`src/rtl/logic_pod_capture_arbiter.sv`:
```
// Round-robin burst scheduler sharing one capture-memory write port between pod CDC FIFOs.
// Latency: pop one cycle after the burst grant, write one cycle after each pop; waits on mem_burst_ready at grant only.
module logic_pod_capture_arbiter #(
  parameter int NUM_PODS    = 4,
  parameter int BURST_LEN   = 8,
  parameter int CNT_BITS    = 10,
  parameter int REGION_BITS = 14,
  localparam int POD_W      = $clog2(NUM_PODS),
  localparam int LEN_W      = $clog2(BURST_LEN) + 1
) (
  input  logic                              clk,
  input  logic                              rst,
  output logic [NUM_PODS-1:0]               fifo_rd_en,
  input  logic [NUM_PODS*128-1:0]           fifo_rd_data,
  input  logic [NUM_PODS*CNT_BITS-1:0]      fifo_rd_size,
  input  logic                              mem_burst_ready,
  output logic                              mem_burst_start,
  output logic [LEN_W-1:0]                  mem_burst_len,
  output logic                              mem_wr_en,
  output logic [POD_W+REGION_BITS-1:0]      mem_wr_addr,
  output logic [127:0]                      mem_wr_data,
  input  logic                              flush_req,
  output logic                              flush_done,
  output logic [NUM_PODS-1:0]               pod_wrapped
);

  typedef enum logic [1:0] {IDLE, READ, DRAIN} state_t;

  localparam logic [CNT_BITS:0] BURST_CNT = (CNT_BITS+1)'(BURST_LEN);

  state_t                  state_q;
  logic [POD_W-1:0]        rr_q;
  logic [POD_W-1:0]        gnt_q;
  logic [LEN_W-1:0]        len_q;
  logic [LEN_W-1:0]        cnt_q;
  logic                    flushing_q;
  logic [REGION_BITS-1:0]  wptr_q [NUM_PODS];
  logic [NUM_PODS-1:0]     wrapped_q;
  logic [NUM_PODS-1:0]     rd_en_q;
  logic                    start_q;
  logic [LEN_W-1:0]        burst_len_q;
  logic                    wr_en_q;
  logic                    flush_done_q;

  logic [NUM_PODS-1:0]     elig;
  logic [NUM_PODS-1:0]     has_data;
  logic [CNT_BITS-1:0]     size_p;
  logic [CNT_BITS-1:0]     pick_size;
  logic [POD_W:0]          idx;
  logic                    found_d;
  logic [POD_W-1:0]        gnt_d;
  logic [POD_W-1:0]        rr_d;
  logic [LEN_W-1:0]        len_d;
  logic [127:0]            rd_word;

  // Eligibility and the round-robin search starting at rr_q.
  always_comb begin
    elig      = '0;
    has_data  = '0;
    size_p    = '0;
    idx       = '0;
    found_d   = 1'b0;
    gnt_d     = '0;
    pick_size = '0;
    len_d     = LEN_W'(BURST_LEN);
    for (int p = 0; p < NUM_PODS; p++) begin
      size_p      = fifo_rd_size[p*CNT_BITS +: CNT_BITS];
      has_data[p] = (size_p != '0);
      elig[p]     = flushing_q ? (size_p != '0) : ({1'b0, size_p} >= BURST_CNT);
    end
    for (int i = 0; i < NUM_PODS; i++) begin
      idx = {1'b0, rr_q} + (POD_W+1)'(i);
      if (idx >= (POD_W+1)'(NUM_PODS)) begin
        idx = idx - (POD_W+1)'(NUM_PODS);
      end
      if (!found_d && elig[idx[POD_W-1:0]]) begin
        found_d = 1'b1;
        gnt_d   = idx[POD_W-1:0];
      end
    end
    pick_size = fifo_rd_size[gnt_d*CNT_BITS +: CNT_BITS];
    if (flushing_q && ({1'b0, pick_size} < BURST_CNT)) begin
      len_d = pick_size[LEN_W-1:0];
    end
    rr_d = (gnt_d == POD_W'(NUM_PODS-1)) ? '0 : gnt_d + 1'b1;
  end

  always_ff @(posedge clk or posedge rst) begin
    if (rst) begin
      state_q      <= IDLE;
      rr_q         <= '0;
      gnt_q        <= '0;
      len_q        <= '0;
      cnt_q        <= '0;
      flushing_q   <= 1'b0;
      wrapped_q    <= '0;
      rd_en_q      <= '0;
      start_q      <= 1'b0;
      burst_len_q  <= '0;
      wr_en_q      <= 1'b0;
      flush_done_q <= 1'b0;
      for (int p = 0; p < NUM_PODS; p++) begin
        wptr_q[p] <= '0;
      end
    end else begin
      start_q      <= 1'b0;
      burst_len_q  <= '0;
      flush_done_q <= 1'b0;
      wr_en_q      <= |rd_en_q;
      if (flush_req && !flushing_q) begin
        flushing_q <= 1'b1;
      end
      if (wr_en_q) begin
        wptr_q[gnt_q] <= wptr_q[gnt_q] + 1'b1;
        if (&wptr_q[gnt_q]) begin
          wrapped_q[gnt_q] <= 1'b1;
        end
      end
      // state_q runs one cycle ahead of the visible pop strobes.
      case (state_q)
        IDLE: begin
          rd_en_q <= '0;
          if (flushing_q && !(|has_data)) begin
            flush_done_q <= 1'b1;
            flushing_q   <= 1'b0;
          end else if (mem_burst_ready && found_d) begin
            start_q     <= 1'b1;
            burst_len_q <= len_d;
            len_q       <= len_d;
            gnt_q       <= gnt_d;
            rr_q        <= rr_d;
            cnt_q       <= '0;
            state_q     <= READ;
          end
        end
        READ: begin
          rd_en_q <= NUM_PODS'(1) << gnt_q;
          cnt_q   <= cnt_q + 1'b1;
          if (cnt_q + 1'b1 == len_q) begin
            state_q <= DRAIN;
          end
        end
        default: begin
          rd_en_q <= '0;
          state_q <= IDLE;
        end
      endcase
    end
  end

  assign rd_word         = fifo_rd_data[gnt_q*128 +: 128];
  assign fifo_rd_en      = rd_en_q;
  assign mem_burst_start = start_q;
  assign mem_burst_len   = burst_len_q;
  assign mem_wr_en       = wr_en_q;
  assign mem_wr_addr     = wr_en_q ? {gnt_q, wptr_q[gnt_q]} : '0;
  assign mem_wr_data     = wr_en_q ? rd_word : '0;
  assign flush_done      = flush_done_q;
  assign pod_wrapped     = wrapped_q;

endmodule

```
`config.mk`:
```
export PLATFORM = sky130hd
export DESIGN_NAME = logic_pod_capture_arbiter
export DESIGN_NICKNAME = d
export VERILOG_FILES = /design/src/rtl/logic_pod_capture_arbiter.sv
export SDC_FILE = /design/constraint.sdc
export NUM_CORES = 1
export LEC_CHECK = 0
export ABC_CLOCK_PERIOD_IN_PS = 3000
export BUFFER_PORTS_ARGS = -buffer_cell sky130_fd_sc_hd__buf_2
export CELL_PAD_IN_SITES_DETAIL_PLACEMENT = 1
export CELL_PAD_IN_SITES_GLOBAL_PLACEMENT = 1
export CORE_AREA = 5 5 277 279
export DETAILED_ROUTE_END_ITERATION = 10
export DIE_AREA = 0 0 282 284
export PLACE_DENSITY = 0.42
export SLEW_MARGIN = 20
export SYNTH_ARGS = -nofsm -noshare
export SYNTH_HDL_FRONTEND = slang
export SYNTH_SLANG_ARGS = --single-unit
```
`constraint.sdc`:
```
create_clock -name clk -period 3 [get_ports clk]
set_clock_uncertainty 0.1 [all_clocks]
set_input_delay 0.3 -clock clk [delete_from_list [all_inputs] [get_ports clk]]
set_output_delay 0.3 -clock clk [all_outputs]
set_load 0.01 [all_outputs]
```
==> flow_summary.ini <==
[timing]
rsz0062_at_grt = false
clock.fmax_ghz = 0.353
fin_crit_sh = 0.943
worstMarginPinSlew_ps = 804
period_needed_ps = 2830
hold_viol = 0
finalMaxSlewViolations = 0
setup_viol = 0
maxSlewHeadroom = 0.464
setup_ws_ps = 171
setup_tns_ps = 0

[synth]
synth_edf_count = 0
synth_nets = 1248
synth_top_area_share = 0.393
synth_area_sq_um = 8130
synth_cell_types = 67
ys_seq_area_frac = 0.265
async_reset_ff_frac = 1.00
syn_inst = 689
ys_warn_count = 0
syn_area_per_cell_sq_um = 11.8
yosys_most_used_dff = dfrtp_1
synth_area_leader_cell = mux4_2
ys_ff_latch = 86
synth.top_cells.by_area = mux4_2 39%, dfrtp_1 26%, and2_1 11%, o21ai_0 2.8%, nand2_1 2.5%

[cts]
numCtsBuffers = 9
clockBufferDepth = 2
path_clk_slew_ps = 70
clockRootBuffer = clkbuf_16
cts.sinks = 86
cts_tree = done
ctsHtreeMaxLevel = 3
clk_latency_ps = 340

[die]
die_h_microns = 284
start_util = 0.110
core_area_sq_um = 73900
io_pins = 715
rows = 100
die_w_microns = 282
dieArea_sq_um = 80100

[finish]
layout_commonest_cell = buf_2
fin_nets = 1945
multi_input_area_sq_um = 5650
fillCellCount = 8763
final_area_sq_um = 13400
area_delta_synth_final_pct = 64.4
mostFrequentLayoutCells = 714 x buf_2, 145 x and2_1, 142 x mux4_2
instances_no_fill = 2373
seq_area_sq_um = 2160
drive_gt1_frac = 0.674

[drt]
post_drt_wl_per_cell_microns = 30.4
viasPerCell = 4.00
drtIter0Drc = 483
vias = 9497
routed_wl_microns = 72200
ant_nets = 0
route.detailed.drc = 0
first_pass_iters = 4

[global_route]
grt_pass1_wl_microns = 93800
grt_pass1_vias = 10400
antenna_found_initial = 46
grt_usage = 0.170
grt_max_degree = 78
grt-ovfl-total = 0

[power]
ir_drop_mv = 0.357
p_per_area_nw_per_um2 = 991
power.leakage_nw = 6.22

[worst_setup_path]
arrival_ps = 2430
cpPeakStageDelay_ps = 620
cpMaxStageDelayCell = mux4_2
cp_top_family = buffers and inverters
cp.required_ps = 2600
end_kind = primary output
cp-start-kind = flip-flop
cp_max_fo = 33
worst-setup-path-type = reg -> out
crit_buf_inv = 3
path_cells = buf_16, buf_6, mux4_2, and2_1, buf_2

[place]
place_area_sq_um = 12900
placed_cells = 2339
dp_slack_ps = 298
dp_hpwl_microns = 64400
port_buffers = 714
place.gp.congestion = 0.988

[run]
maxCapViolations = 0

[hold_path]
hp-class = in -> reg

[run_status]
status = finished, final reports clean
[synthesized netlist by cell type, types with 7 or more instances]
cell type,n
nor2_1,26
and2_1,145
buf_2,17
mux2_2,7
xor2_1,8
nand2_1,55
dfrtp_1,86
nand3_1,7
a21oi_1,13
o21ai_0,46
clkbuf_1,37
xnor2_1,9
mux4_2,142
[state kept, by name, indices dropped and copies added, names as in the netlist, 4 cells and up]
signal         flops
fifo_rd_en         4
pod_wrapped        4
cnt_q              4
mem_burst_len      4
wptr_q            56
len_q              4
[metrics by stage]
step / utilization / hold WS [ps] / power, mW
2_1_floorplan: - / 325 / 7.44
3_3_place_gp: 0.175 / 292 / 12.0
3_5_place_dp: 0.175 / 303 / 12.1
4_1_cts: 0.180 / 66.8 / 13.5
5_1_grt: 0.181 / 87.0 / 14.2
6_report: 0.181 / 78.7 / 13.2
[worst min-delay path: stages]
cell and delay [ps]:
buf_2 80, nor2_1 40, nor2_1 80
[layer usage]
metal / part of all wire / vias up / track usage
met2: 0.47 / 581 / 0.278
met4: 0.027 / 10 / 0.0430
met5: 0.00093 / - / 0
li1: - / 4036 / -
met1: 0.39 / 4794 / 0.204
met3: 0.12 / 76 / 0.0755
[where the power goes]
group	leakage (nW)	internal, mW	total, mW	switching (mW)
Combinational	4.98	4.18	9.92	5.74
Sequential	1.08	1.65	2.00	0.346
Clock	0.167	0.819	1.32	0.499
Total	6.22	6.65	13.2	6.59
[cell type report]
type,count,share of cell area
multi-input cells,536,0.423
repair buffers,747,0.294
flip-flops and latches,86,0.162
well taps,969,0.0907
clock buffers,9,0.0169
clock inverters,7,0.00899
diodes,13,0.00243
inverters,6,0.00215
[kinds of logic after synthesis]
logic type,synth area share
AOI/OAI and AO/OA,0.0646
xor gates and xnor gates,0.0203
adders and majority gates,0.00462
buffers and inverters,0.0403
DFF,0.265
muxes,0.412
and+or+nand+nor,0.193
[final timing paths]
kind / slack, ps / to / depth (start not counted) / startpoint
min: 80 / flushing_q / 3 / flush_req
min in group asynchronous: 470 / wptr_q[43] / 3 / rst
min reg2reg: 380 / pod_wrapped[3] / 1 / pod_wrapped[3]
max reg2reg: 360 / wptr_q[36] / 8 / gnt_q[0]
max: 170 / mem_wr_data[1] / 5 / gnt_q[0]
max in group asynchronous: 1450 / wptr_q[49] / 5 / rst
[what timing repair did]
action / in CTS / in global routing
hold buffers: 1 / 0
gates cloned: 0 / 0
hold endpoints to repair: 28 / 0
setup buffers: 0 / 4
resized for setup: 3 / 0
setup endpoints to repair: 3 / 37
Note: power is estimated with default switching activity, not from simulation.
